==> src/rtl/queue_call_dispatcher.sv <==
// rtl/queue_call_dispatcher.sv - ticket issue FIFO with round-robin counter call dispatch
module queue_call_dispatcher #(
    parameter int NUM_COUNTERS = 5,
    parameter int TICKET_W     = 6,
    parameter int MAX_TICKET   = 63,
    parameter int DEPTH        = 16,
    parameter int IDX_W        = 3
) (
    input  logic                             clk,
    input  logic                             rst,
    input  logic                             button,
    input  logic [NUM_COUNTERS-1:0]          counter_req,
    output logic [TICKET_W-1:0]              current_number,
    output logic                             issue,
    output logic                             reject,
    output logic [$clog2(DEPTH+1)-1:0]       waiting,
    output logic                             full,
    output logic                             call_valid,
    output logic [IDX_W-1:0]                 call_counter,
    output logic [TICKET_W-1:0]              call_number,
    output logic [NUM_COUNTERS*TICKET_W-1:0] serving_numbers
);
    localparam int WAIT_W = $clog2(DEPTH + 1);
    localparam int ADDR_W = $clog2(DEPTH);

    logic                    btn_meta_q, btn_meta_d;
    logic                    btn_sync_q, btn_sync_d;
    logic                    btn_prev_q, btn_prev_d;
    logic [TICKET_W-1:0]     current_q, current_d;
    logic                    issue_q, issue_d;
    logic                    reject_q, reject_d;
    logic [WAIT_W-1:0]       waiting_q, waiting_d;
    logic [ADDR_W-1:0]       wr_ptr_q, wr_ptr_d;
    logic [ADDR_W-1:0]       rd_ptr_q, rd_ptr_d;
    logic [NUM_COUNTERS-1:0] pending_q, pending_d;
    logic [IDX_W-1:0]        rr_q, rr_d;
    logic                    call_valid_q, call_valid_d;
    logic [IDX_W-1:0]        call_counter_q, call_counter_d;
    logic [TICKET_W-1:0]     call_number_q, call_number_d;
    logic [TICKET_W-1:0]     serving_q [NUM_COUNTERS];
    logic [TICKET_W-1:0]     serving_d [NUM_COUNTERS];
    logic [TICKET_W-1:0]     mem_q [DEPTH];

    logic                    press, deq, enq, is_full;
    logic [TICKET_W-1:0]     next_ticket;
    logic                    hi_found, lo_found;
    logic [IDX_W-1:0]        hi_idx, lo_idx, grant;
    logic [NUM_COUNTERS-1:0] grant_mask;

    always_comb begin
        btn_meta_d = button;
        btn_sync_d = btn_meta_q;
        btn_prev_d = btn_sync_q;
        press      = btn_sync_q & ~btn_prev_q;
        is_full    = (waiting_q == WAIT_W'(DEPTH));
        deq        = (waiting_q != '0) && (pending_q != '0);
        // A dequeue on the same edge frees the slot, so a full queue still accepts.
        enq        = press && (!is_full || deq);
        next_ticket = (current_q == '0 || current_q == TICKET_W'(MAX_TICKET)) ?
                      TICKET_W'(1) : current_q + 1'b1;

        // Descending scan: the last hit is the lowest index; hi_* restricts to >= rr.
        hi_found = 1'b0;
        lo_found = 1'b0;
        hi_idx   = '0;
        lo_idx   = '0;
        for (int i = NUM_COUNTERS - 1; i >= 0; i--) begin
            if (pending_q[i]) begin
                lo_found = 1'b1;
                lo_idx   = IDX_W'(i);
                if (IDX_W'(i) >= rr_q) begin
                    hi_found = 1'b1;
                    hi_idx   = IDX_W'(i);
                end
            end
        end
        grant = hi_found ? hi_idx : lo_idx;
        for (int i = 0; i < NUM_COUNTERS; i++) begin
            grant_mask[i] = deq && lo_found && (grant == IDX_W'(i));
        end

        current_d      = enq ? next_ticket : current_q;
        wr_ptr_d       = enq ? wr_ptr_q + 1'b1 : wr_ptr_q;
        issue_d        = enq;
        reject_d       = press && !enq;
        call_valid_d   = deq;
        call_counter_d = call_counter_q;
        call_number_d  = call_number_q;
        rd_ptr_d       = rd_ptr_q;
        rr_d           = rr_q;
        serving_d      = serving_q;
        if (deq) begin
            call_counter_d = grant;
            call_number_d  = mem_q[rd_ptr_q];
            rd_ptr_d       = rd_ptr_q + 1'b1;
            rr_d           = (grant == IDX_W'(NUM_COUNTERS - 1)) ? '0 : grant + 1'b1;
            for (int i = 0; i < NUM_COUNTERS; i++) begin
                if (grant_mask[i]) serving_d[i] = mem_q[rd_ptr_q];
            end
        end
        // Clearing the granted bit wins over a request still held on that edge.
        pending_d = (pending_q | counter_req) & ~grant_mask;

        waiting_d = waiting_q;
        if (enq && !deq)      waiting_d = waiting_q + 1'b1;
        else if (deq && !enq) waiting_d = waiting_q - 1'b1;
    end

    always_ff @(posedge clk or negedge rst) begin
        if (!rst) begin
            btn_meta_q     <= 1'b0;
            btn_sync_q     <= 1'b0;
            btn_prev_q     <= 1'b0;
            current_q      <= '0;
            issue_q        <= 1'b0;
            reject_q       <= 1'b0;
            waiting_q      <= '0;
            wr_ptr_q       <= '0;
            rd_ptr_q       <= '0;
            pending_q      <= '0;
            rr_q           <= '0;
            call_valid_q   <= 1'b0;
            call_counter_q <= '0;
            call_number_q  <= '0;
            for (int i = 0; i < NUM_COUNTERS; i++) serving_q[i] <= '0;
        end else begin
            btn_meta_q     <= btn_meta_d;
            btn_sync_q     <= btn_sync_d;
            btn_prev_q     <= btn_prev_d;
            current_q      <= current_d;
            issue_q        <= issue_d;
            reject_q       <= reject_d;
            waiting_q      <= waiting_d;
            wr_ptr_q       <= wr_ptr_d;
            rd_ptr_q       <= rd_ptr_d;
            pending_q      <= pending_d;
            rr_q           <= rr_d;
            call_valid_q   <= call_valid_d;
            call_counter_q <= call_counter_d;
            call_number_q  <= call_number_d;
            serving_q      <= serving_d;
        end
    end

    always_ff @(posedge clk) begin
        if (enq) mem_q[wr_ptr_q] <= next_ticket;
    end

    always_comb begin
        for (int i = 0; i < NUM_COUNTERS; i++) begin
            serving_numbers[i*TICKET_W +: TICKET_W] = serving_q[i];
        end
    end

    assign current_number = current_q;
    assign issue          = issue_q;
    assign reject         = reject_q;
    assign waiting        = waiting_q;
    assign full           = is_full;
    assign call_valid     = call_valid_q;
    assign call_counter   = call_counter_q;
    assign call_number    = call_number_q;
endmodule
==> config.mk <==
export PLATFORM = sky130hd
export DESIGN_NAME = queue_call_dispatcher
export DESIGN_NICKNAME = d
export VERILOG_FILES = /design/src/rtl/queue_call_dispatcher.sv
export SDC_FILE = /design/constraint.sdc
export NUM_CORES = 1
export LEC_CHECK = 0
export CAP_MARGIN = 20
export CORE_MARGIN = 2
export CORE_UTILIZATION = 52
export DETAILED_ROUTE_END_ITERATION = 8
export HOLD_SLACK_MARGIN = 0.06
export PLACE_DENSITY = 0.76
export SLEW_MARGIN = 30
export SYNTH_ARGS = -nofsm -noshare
export SYNTH_HDL_FRONTEND = slang
export SYNTH_SLANG_ARGS = --single-unit
==> constraint.sdc <==
create_clock -name clk -period 2.7 [get_ports clk]
set_input_delay 0.405 -clock clk [delete_from_list [all_inputs] [get_ports clk]]
set_output_delay 0.405 -clock clk [all_outputs]
set_load 0.1 [all_outputs]
==> results.md <==
- Status: finished, final reports clean
- Die ar.: 14700 sq um
- Detailed Route Iter0 Violations: 415
- DR DRC count: 0
- Compound-cell area share of the yosys netlist: 5.82%
- Yosys top cell area share: 40.3%
- Drt wl/cell: 20.0 microns
- Longest Clk Path Bufs: 2
- Non-filler cells, final: 713
- Seq/Total Area, Yosys: 65.5%
- DRT Wirelength: 14200 microns
- Kind of critical path: reg -> reg
- Post-CTS setup buffer count: 0
- Slowest stage cell on the critical path: dfrtp_2
- Clock H-tree levels: 4
- TritonCTS clock tree: built
- Final setup viols: 0
- Leading area contributor after synthesis: edfxtp_1
- Synthesis-to-finish area growth: 19.5%
- First-pass GRT wire length: 22700 microns
- Worst Skew: 0.00980 ns
- HP Class: reg -> reg
- Layout cells sized above 1: 35.2%
- Detail Placement HPWL: 9320 microns
- Core region area: 13300 sq um
- Nets@finish: 549
- ANT cells: 0
- Ordered list of cells on the worst path: a21bo_4, a21oi_2, and2b_1, a31o_2, inv_1, ha_1, and4bb_1, and2_4, mux2_4
- RSZ-0062 raised after global routing: false
- CP Launch Type: flip-flop
- Vias after detailed routing: 3990
- Boundary Pins: 62
- Arr. time, crit path: 2.88 ns
- Mux cell area share after synthesis: 14.2%
- Main area contributors after synthesis: edfxtp_1 40%, dfrtp_1 25%, mux4_2 6.6%, mux2_4 5.0%, ha_1 2.8%
- Post-synth ARST share: 42.9%
- Post-synth EDFFs: 96
- Min cycle time layout: 2.56 ns
- Num CTS Buffers: 17
- Syn nets: 468
- Routed vias/inst: 5.60
- Synth Register Bits: 168
- Yosys warning count: 0
- Initial Util: 53.6%
- Port buffer count: 61
- Placed Cells: 680
- Die Width: 121 microns
- Largest stage delay, worst path: 0.42 ns
- Crit path capture type: flip-flop
- Slew headroom: 36.2%
- Total grt overflow: 0
- Mapped cell area: 7150 sq um
- Simple logic cell fraction of the synthesized area: 7.26%
- Synth Area in XOR/XNOR: 1.84%
- Worst Tran Pin Value: 0.949 ns
- Placer congestion estimate: 0.794
- Critical path peak fanout: 7
- Setup WS post-layout: 0.136 ns
- CTS root buf: clkbuf_16
- Hold Violations, Final: 0
- Final period util: 95.0%
- WP data required: 3.01 ns
- Final Util: 64.0%
- Synth unique cells: 53
- Clock Latency Late Sink: 0.44 ns
- Main synth FF type: edfxtp_1
- GRT Total Usage: 20.9%
- Max cap viols: 0
- TritonCTS sink count: 168
- Die H: 121 microns
- First-pass DRT Iterations: 5
- Synthesized area per cell: 16.1 sq um
- Fmax: 0.390 GHz
- Final Max Slew Viols: 0
- Post-route ant nets: 0
- Rows: 42
- Worst-path clk slew: 0.06 ns
- Post-synth top cells: 96 x edfxtp_1, 72 x dfrtp_1, 43 x nand2_1
- Number of global-route vias before repair: 4133
- Initial antenna violation count: 0
- Largest net degree at the start of global routing: 56
- Setup WS pre-CTS: 0.138 ns
- Most common cell in the synthesized netlist: edfxtp_1
- Largest family of logic cells by synthesized area: multiplexers
- Post-Synth Adder-Cell Area: 3.08%
- Post-Synthesis Cells: 443
[state kept, by name (all words and copies together), names as in the netlist]
| register | flops |
|---|---|
| mem_q | 96 |
| wr_ptr_q | 4 |
| waiting | 5 |
| issue | 1 |
| btn_prev_q | 1 |
| rr_q | 3 |
| current_number | 6 |
| serving_numbers | 30 |
| call_valid | 1 |
| call_number | 6 |
| pending_q | 5 |
| btn_meta_q | 1 |
| btn_prev_d | 1 |
| reject | 1 |
| call_counter | 3 |
| rd_ptr_q | 4 |
[stage by stage]
stage / TNS (ns) / hold slack, ns / cell area (sq um)
2_1_floorplan: -0.0951 / 0.109 / 7220
3_3_place_gp: 0 / 0.341 / 7920
3_5_place_dp: 0 / 0.341 / 7920
4_1_cts: 0 / 0.358 / 8530
5_1_grt: 0 / 0.358 / 8540
6_report: 0 / 0.353 / 8540
[area by class of cell]
type / count / area, sq um
clock buffers: 17 / 425
clock inverters: 15 / 173
fillers: 965 / 4800
inverters: 15 / 58.8
multi-input cells: 244 / 2350
flip-flops and latches: 168 / 4700
well taps: 176 / 220
repair buffers: 78 / 616
[path summary, 6_finish.rpt]
| kind | from | endpoint | slack, ns | cells past startpoint |
|---|---|---|---|---|
| hold / removal | btn_meta_q | btn_prev_d | 0.35 | 0 |
| max in group asynchronous | rst | wr_ptr_q[2] | 1.51 | 3 |
| setup reg to reg | pending_q[2] | serving_numbers[26] | 0.14 | 9 |
| hold reg to reg | btn_meta_q | btn_prev_d | 0.35 | 0 |
| min in group asynchronous | rst | pending_q[3] | 0.57 | 2 |
| setup / recovery | pending_q[2] | serving_numbers[26] | 0.14 | 9 |
[cell families after synthesis]
kind of cell | count (synthesis)
compound gates | 53
xor+xnor | 15
fa+ha+maj | 17
buf+inv | 31
flops | 168
mux | 57
simple gates | 102
[cells in the final DEF, fill, tap and decap left out, types with 12 or more instances in the layout]
master	synthesis	final
edfxtp_1	96	96
buf_4	0	70
dfrtp_1	72	66
nand2_1	43	43
mux2_4	24	24
nor2_1	22	21
mux4_2	21	21
clkbuf_16	0	17
ha_1	16	14
inv_1	14	13
a22oi_1	12	12
o21ai_0	12	12
[timing repair]
action / CTS / global route
setup endpoints to repair: 0 / 6
gates resized for setup: 0 / 1
hold buffers: 1 / 0
hold endpoints to repair: 53 / 0
[worst max-delay path, delay by kind of cell, from the launching register on]
kind,cells,cell delay (ns)
compound gates,3,0.70
buf+inv,1,0.11
mux,1,0.32
simple gates,3,0.72
fa+ha+maj,1,0.18
flops,1,0.42
[layer usage]
layer  part of all wire (%)  up-vias  global-route usage (%)
met2                     49      116                    32.5
met3                    5.4       29                    5.59
met1                     43     2031                    28.2
li1                       -     1814                       -
met5                      0        -                       0
met4                    1.9        0                    8.41
Power is left out: the tool's default activity adds up to more than one toggle a clock period on the data nets, which glitch-free logic cannot reach.
